[config.mk]
export PLATFORM = sky130hd
export DESIGN_NAME = softmax_normalize
export DESIGN_NICKNAME = d
export VERILOG_FILES = /design/src/rtl/softmax_normalize_pkg.sv /design/src/rtl/softmax_norm_mul.sv /design/src/rtl/softmax_normalize.sv
export SDC_FILE = /design/constraint.sdc
export NUM_CORES = 1
export LEC_CHECK = 0
export CAP_MARGIN = 40
export CORE_MARGIN = 2
export CORE_UTILIZATION = 60
export CTS_CLUSTER_DIAMETER = 60
export DETAILED_ROUTE_END_ITERATION = 8
export MAX_ROUTING_LAYER = met4
export PLACE_DENSITY = 0.82
export SETUP_SLACK_MARGIN = 0.02
export SLEW_MARGIN = 25
export SYNTH_ARGS = -nofsm -noshare
export SYNTH_HDL_FRONTEND = slang
export SYNTH_SLANG_ARGS = --single-unit
[constraint.sdc]
create_clock -name i_clk -period 8.3 [get_ports i_clk]
set_clock_uncertainty 0.2 [all_clocks]
set_input_delay 0.83 -clock i_clk [delete_from_list [all_inputs] [get_ports i_clk]]
set_output_delay 0.83 -clock i_clk [all_outputs]
set_load 0.005 [all_outputs]
[src/rtl/softmax_normalize_pkg.sv]
// Shared types, default widths and the output saturation helper.
package softmax_normalize_pkg;

  typedef enum logic [1:0] {
    S_ACCUM  = 2'd0,
    S_LOOKUP = 2'd1,
    S_WAIT   = 2'd2,
    S_EMIT   = 2'd3
  } state_t;

  localparam int N_CLASS_D   = 5;
  localparam int DATA_W_D    = 16;
  localparam int INV_W_D     = 16;
  localparam int INV_FRAC_D  = 12;
  localparam int ADDR_W_D    = 10;
  localparam int SUM_SHIFT_D = 6;

  // Clamp a signed value into [0, 2^(w-1)-1]; probabilities are never negative.
  function automatic logic [47:0] sat_u(input logic signed [47:0] v, input int w);
    logic signed [47:0] max;
    max = (48'sd1 <<< (w - 1)) - 48'sd1;
    if (v < 48'sd0)    return '0;
    else if (v > max)  return max;
    else               return v;
  endfunction

endpackage

[src/rtl/softmax_norm_mul.sv]
// Multiply by reciprocal, rescale, saturate; single output register with skid hold.
module softmax_norm_mul
  import softmax_normalize_pkg::*;
#(
  parameter int DATA_W   = DATA_W_D,
  parameter int INV_W    = INV_W_D,
  parameter int INV_FRAC = INV_FRAC_D
) (
  input  logic              i_clk,
  input  logic              i_rst_n,
  input  logic              i_load,
  input  logic [DATA_W-1:0] i_data,
  input  logic [INV_W-1:0]  i_inv,
  input  logic              i_last,
  input  logic              i_ready,
  output logic              o_valid,
  output logic [DATA_W-1:0] o_data,
  output logic              o_last
);
  localparam int PW = DATA_W + INV_W;

  logic signed [PW-1:0] w_prod;
  logic signed [PW-1:0] w_shift;
  logic signed [47:0]   w_ext;
  logic [47:0]          w_sat;
  logic                 w_unused_sat;

  assign w_prod  = $signed({{INV_W{i_data[DATA_W-1]}}, i_data}) *
                   $signed({{DATA_W{i_inv[INV_W-1]}}, i_inv});
  // Arithmetic shift floors toward -inf before saturation.
  assign w_shift = w_prod >>> INV_FRAC;
  assign w_ext   = {{(48-PW){w_shift[PW-1]}}, w_shift};
  assign w_sat   = sat_u(w_ext, DATA_W);
  assign w_unused_sat = ^w_sat[47:DATA_W];

  // Load a new beat when issued; otherwise drop valid once consumed, hold data while stalled.
  always_ff @(posedge i_clk or negedge i_rst_n) begin
    if (!i_rst_n) begin
      o_valid <= 1'b0;
      o_data  <= '0;
      o_last  <= 1'b0;
    end else if (i_load) begin
      o_valid <= 1'b1;
      o_data  <= w_sat[DATA_W-1:0];
      o_last  <= i_last;
    end else if (i_ready) begin
      o_valid <= 1'b0;
    end
  end

endmodule

[src/rtl/softmax_normalize.sv]
// Buffers one exponent vector, looks up 1/sum in an external ROM, emits probabilities.
module softmax_normalize
  import softmax_normalize_pkg::*;
#(
  parameter int N_CLASS   = N_CLASS_D,
  parameter int DATA_W    = DATA_W_D,
  parameter int INV_W     = INV_W_D,
  parameter int INV_FRAC  = INV_FRAC_D,
  parameter int ADDR_W    = ADDR_W_D,
  parameter int SUM_SHIFT = SUM_SHIFT_D
) (
  input  logic              i_clk,
  input  logic              i_rst_n,
  input  logic              i_in_valid,
  output logic              o_in_ready,
  input  logic [DATA_W-1:0] i_in_data,
  output logic [ADDR_W-1:0] o_inv_addr,
  input  logic [INV_W-1:0]  i_inv_data,
  output logic              o_out_valid,
  input  logic              i_out_ready,
  output logic [DATA_W-1:0] o_out_data,
  output logic              o_out_last
);
  localparam int CNT_W = $clog2(N_CLASS);
  localparam int SUM_W = DATA_W + CNT_W;
  localparam logic [CNT_W-1:0] LAST_I = CNT_W'(N_CLASS - 1);
  localparam logic [SUM_W-1:0] MAX_A  = SUM_W'((1 << (ADDR_W - 1)) - 1);

  state_t              r_state, w_next;
  logic [DATA_W-1:0]   r_buf [N_CLASS];
  logic [SUM_W-1:0]    r_sum;
  logic [CNT_W-1:0]    r_cnt, r_idx;
  logic                r_done;
  logic [INV_W-1:0]    r_inv;
  logic [ADDR_W-1:0]   r_inv_addr;
  logic                r_in_ready;

  logic                w_acc, w_last_in, w_load, w_cap, w_fin;
  logic [SUM_W-1:0]    w_sum_nxt, w_addr_raw;
  logic [ADDR_W-1:0]   w_addr_clamp;

  assign o_in_ready = r_in_ready;
  assign o_inv_addr = r_inv_addr;

  assign w_acc      = i_in_valid & r_in_ready;
  assign w_last_in  = w_acc & (r_cnt == LAST_I);
  assign w_sum_nxt  = r_sum + SUM_W'(i_in_data);
  assign w_addr_raw = w_sum_nxt >> SUM_SHIFT;
  assign w_fin      = o_out_valid & i_out_ready & o_out_last;

  // Address for the completed sum: never entry 0, never the upper (invalid) half.
  always_comb begin
    w_addr_clamp = w_addr_raw[ADDR_W-1:0];
    if (w_addr_raw == '0)        w_addr_clamp = ADDR_W'(1);
    else if (w_addr_raw > MAX_A) w_addr_clamp = MAX_A[ADDR_W-1:0];
  end

  // State register.
  always_ff @(posedge i_clk or negedge i_rst_n) begin
    if (!i_rst_n) r_state <= S_ACCUM;
    else          r_state <= w_next;
  end

  // Next-state logic.
  always_comb begin
    w_next = r_state;
    case (r_state)
      S_ACCUM:  if (w_last_in) w_next = S_LOOKUP;
      S_LOOKUP: w_next = S_WAIT;
      S_WAIT:   w_next = S_EMIT;
      S_EMIT:   if (w_fin) w_next = S_ACCUM;
      default:  w_next = S_ACCUM;
    endcase
  end

  // State-decoded controls: capture reciprocal in WAIT, issue beats in EMIT as the skid frees.
  always_comb begin
    w_cap  = (r_state == S_WAIT);
    w_load = (r_state == S_EMIT) & ~r_done & (~o_out_valid | i_out_ready);
  end

  // Accumulation, reciprocal capture and emit indexing.
  always_ff @(posedge i_clk or negedge i_rst_n) begin
    if (!i_rst_n) begin
      for (int i = 0; i < N_CLASS; i++) r_buf[i] <= '0;
      r_sum      <= '0;
      r_cnt      <= '0;
      r_idx      <= '0;
      r_done     <= 1'b0;
      r_inv      <= '0;
      r_inv_addr <= '0;
      r_in_ready <= 1'b0;
    end else begin
      // Registered so in_ready stays low during reset and rises on the first edge after.
      r_in_ready <= (w_next == S_ACCUM);
      if (w_acc) begin
        r_buf[r_cnt] <= i_in_data;
        r_sum        <= w_sum_nxt;
        r_cnt        <= w_last_in ? '0 : r_cnt + CNT_W'(1);
      end
      if (w_last_in) r_inv_addr <= w_addr_clamp;
      if (w_cap)     r_inv      <= i_inv_data;
      if (w_load) begin
        r_idx  <= (r_idx == LAST_I) ? '0 : r_idx + CNT_W'(1);
        r_done <= (r_idx == LAST_I);
      end
      if (w_fin) begin
        r_sum  <= '0;
        r_done <= 1'b0;
      end
    end
  end

  softmax_norm_mul #(
    .DATA_W  (DATA_W),
    .INV_W   (INV_W),
    .INV_FRAC(INV_FRAC)
  ) u_mul (
    .i_clk  (i_clk),
    .i_rst_n(i_rst_n),
    .i_load (w_load),
    .i_data (r_buf[r_idx]),
    .i_inv  (r_inv),
    .i_last (r_idx == LAST_I),
    .i_ready(i_out_ready),
    .o_valid(o_out_valid),
    .o_data (o_out_data),
    .o_last (o_out_last)
  );

endmodule

==> impl_results.md <==
* Boundary Pins at 65
* Routed WL at 41,900 µm
* # diodes at 0
* Final period util at 95.28%
* Main flop type after synthesis: dfrtp_1
* Ys Warns at 0
* CTS tree: yes
* Status: finished, final reports clean
* Sinks on Clock Net at 153
* Total congestion overflow at 0
* Drt first pass iters at 6
* Max Slew Vio Count at 0
* Post-synth ARST share at 100.0%
* Via count at roughly 13,000
* Largest net degree at the start of global routing at 77
* Chip Height at 174.0 µm
* # Post-CTS Setup Buffers at 0
* Setup CP Type: reg2reg
* Root buffer cell: clkbuf_16
* Layout cells sized above 1 at 12.42%
* CP top delay family: adder cells
* Number of DRC markers in iteration 0 at 1,167
* Final hold viol count at 0
* DIE WIDTH at 174.0 µm
* Slowest stage delay, CP at about 0.55 ns
* Critical path peak fanout at 15
* # H-tree levels at 4
* Largest family of logic cells by synthesized area: adder cells
* Sequential-to-total area share from yosys stat at between 20% and 30%
* Worst reg2reg startpoint: r_idx[0]
* Post-Syn Instances at 1,715
* Flops & latches, synth at roughly 150
* Synth area leaders: fa_1 (30%), dfrtp_1 (22%), ha_1 (7.1%), inv_1 (6.9%), mux2_2 (6.2%)
* Post-synth top area share at 30.23%
* Layout Nets at 2,163
* Vias in the first global route at 13,550
* Worst EP arrival at 8.00 ns
* Hpwl dp at between 30,000 and 40,000 µm
* Vias/cell at 5.800
* Syn avg cell area at 10.12 µm²
* Post-Route Setup TNS at 0 ns
* Buffers & Inverters on Critical Path at 7
* Startpoint types: flop
* Clk pin slew, worst setup/hold paths at 0.07 ns
* IO buf count at 64
* Skew-Pair Late Insertion Delay at 0.46 ns
* Residual DRC at 0
* Min cycle time layout at 7.908 ns
* Critical Path Most Common Cell: fa_1
* Area of the core at 28,630 µm²
* Synth Area in Compound Gates at 8.208%
* Syn nets at 2,112
* Max_cap viols at 0
* Max Buffers Root-to-Sink at 2
* # rows at 62
* Synth Area in Adders at between 30 and 40%
* Final setup viols at 0
* Slowest cell on crit path: fa_1
* Post-synthesis mux area share at 8.496%
* Routed len/inst at 19.37 µm
* Final core occ at 66.87%
* Peak Freq at 126.5 MHz
* Post-CTS Resized at 0
* Die ar. at 30,290 µm²
* Initial antenna violation count at 0
* Hold WC Path Type: in2async
* Relative slew slack at between 40 and 50%
* WP data required at around 8.4 ns
* First-pass GRT wire length at 72,530 µm
* Hold_buf cts at 0
* Simple-gate share of the synthesized area at 13.13%
* Synthesis-to-layout area growth at 10.34%
* Worst setup EP type: flop
* Critical path startpoint: r_idx[0]
* CTS buffer count at 17
* Tot GR Track Use at 31.34%
* RSZ-0062 raised after global routing: false
* Synth area leader: fa_1
* Synth cell types at 78
* Remaining antenna violation count at 0
* Measured slew at the worst slew-check pin at ~0.9 ns
* Placer Congestion at 1.013
* Post-synthesis xor/xnor area fraction at 2.120%
* Mapped cell area at 17,350 µm²
* Post-synth EDFFs at 0
* Starting density of the core at about three fifths
## routing by layer
layer	up-vias	GRT usage [%]	wire length (µm)
met5	-	-	0
met4	0	9.489	1135
met3	83	5.359	2648
met2	479	48.21	19960
met1	6438	43.17	18160
li1	5546	-	-
## synth_stat cells, drive strengths merged (3+ instances only)
master	n
mux2i	7
o21a	3
dfrtp	153
inv	319
nand3	13
nor3	12
o21ai	39
or4	4
nand2b	12
nand2	184
buf	8
a21boi	4
xnor2	30
a211oi	7
xor2	12
clkbuf	62
nor4	3
a21oi	57
and3	10
nor2	63
nor3b	4
mux4	14
or3	4
o311ai	3
o22a	5
nand4	6
o22ai	5
fa	262
mux2	96
o21bai	4
ha	99
a22o	13
a21o	17
or2	6
and2	111
a32oi	16
a31oi	7
nor2b	18
## worst register-to-register path, delay by kind of cell (launching register included)
family	cells	cell delay, ns
buf+inv	7	0.90
mux	1	0.54
compound gates	4	0.93
fa+ha+maj	7	3.47
simple gates	6	1.24
flops	1	0.46
## path summary, 6_finish.rpt
path	endpoint	slack (ns)	depth (start not counted)
min reg2reg	r_buf[38]	0.30	1
max reg2reg	u_mul.o_data[9]	0.39	25
min	r_sum[4]	0.19	1
max	u_mul.o_data[9]	0.39	25
min in group i_clk	r_buf[38]	0.30	1
max in group asynchronous	r_inv[15]	6.51	3
## cell families after synthesis
kind of cell	Yosys count
DFF	153
adders and majority gates	361
and+or+nand+nor	455
AOI/OAI and AO/OA	198
buffers and inverters	389
xor gates and xnor gates	42
muxes	117
## cell type report
type | count | area [µm²]
Clock buffer | 17 | 425.4
Clock inverter | 15 | 195.2
Fill cell | 2048 | 9483
Inverter | 319 | 1200
Multi-Input combinational cell | 1173 | 12060
Sequential cell | 153 | 3830
Tap cell | 384 | 480.5
Timing Repair Buffer | 102 | 954.7
## through the flow
stage | cell area (µm²) | worst slack, ns | hold WS (ns) | std cells
after global placement | 18460 | 0.5184 | 0.2785 | 2128
after detailed placement | 18510 | 0.3611 | 0.2901 | 2131
after CTS | 19130 | 0.1952 | 0.2278 | 2163
final | 19140 | 0.3920 | 0.1934 | 2163
after floorplan | 17350 | 0.7180 | 0.2581 | 1715
after global routing | 19140 | 0.06044 | 0.2519 | 2163
## sequential cells by signal, summed over array words and instances, names as in the netlist
register / cells
o_in_ready: 1
o_inv_addr: 10
r_buf: 80
r_cnt: 3
r_done: 1
r_idx: 3
r_inv: 16
r_state: 2
r_sum: 19
u_mul.o_data: 16
u_mul.o_last: 1
u_mul.o_valid: 1
## placed cells by master, fill, tap and decap left out, drive strengths merged, types with 4 or more instances in the layout
| cell | synthesis | final |
|---|---|---|
| o22a | 5 | 5 |
| a211oi | 7 | 7 |
| xor2 | 12 | 12 |
| clkdlybuf4s50 | 0 | 63 |
| xnor2 | 30 | 30 |
| ha | 99 | 99 |
| mux2 | 96 | 96 |
| or4 | 4 | 4 |
| inv | 319 | 327 |
| o21ai | 39 | 39 |
| clkbuf | 62 | 17 |
| a21boi | 4 | 4 |
| a31oi | 7 | 7 |
| and3 | 10 | 10 |
| mux4 | 14 | 14 |
| nand4 | 6 | 6 |
| nand3 | 13 | 13 |
| or3 | 4 | 4 |
| mux2i | 7 | 7 |
| and2 | 111 | 111 |
| nor3b | 4 | 4 |
| o21bai | 4 | 4 |
| nor2b | 18 | 18 |
| nand2b | 12 | 12 |
| clkinv | 0 | 6 |
| nand2 | 184 | 184 |
| a21oi | 57 | 57 |
| a32oi | 16 | 16 |
| dfrtp | 153 | 153 |
| o22ai | 5 | 5 |
| nor3 | 12 | 12 |
| a22o | 13 | 13 |
| a21o | 17 | 17 |
| fa | 262 | 262 |
| or2 | 6 | 6 |
| nor2 | 63 | 63 |
| buf | 8 | 39 |
Power is not shown: default switching activity piles up to over one toggle a cycle in this logic, so the estimate is an artifact.
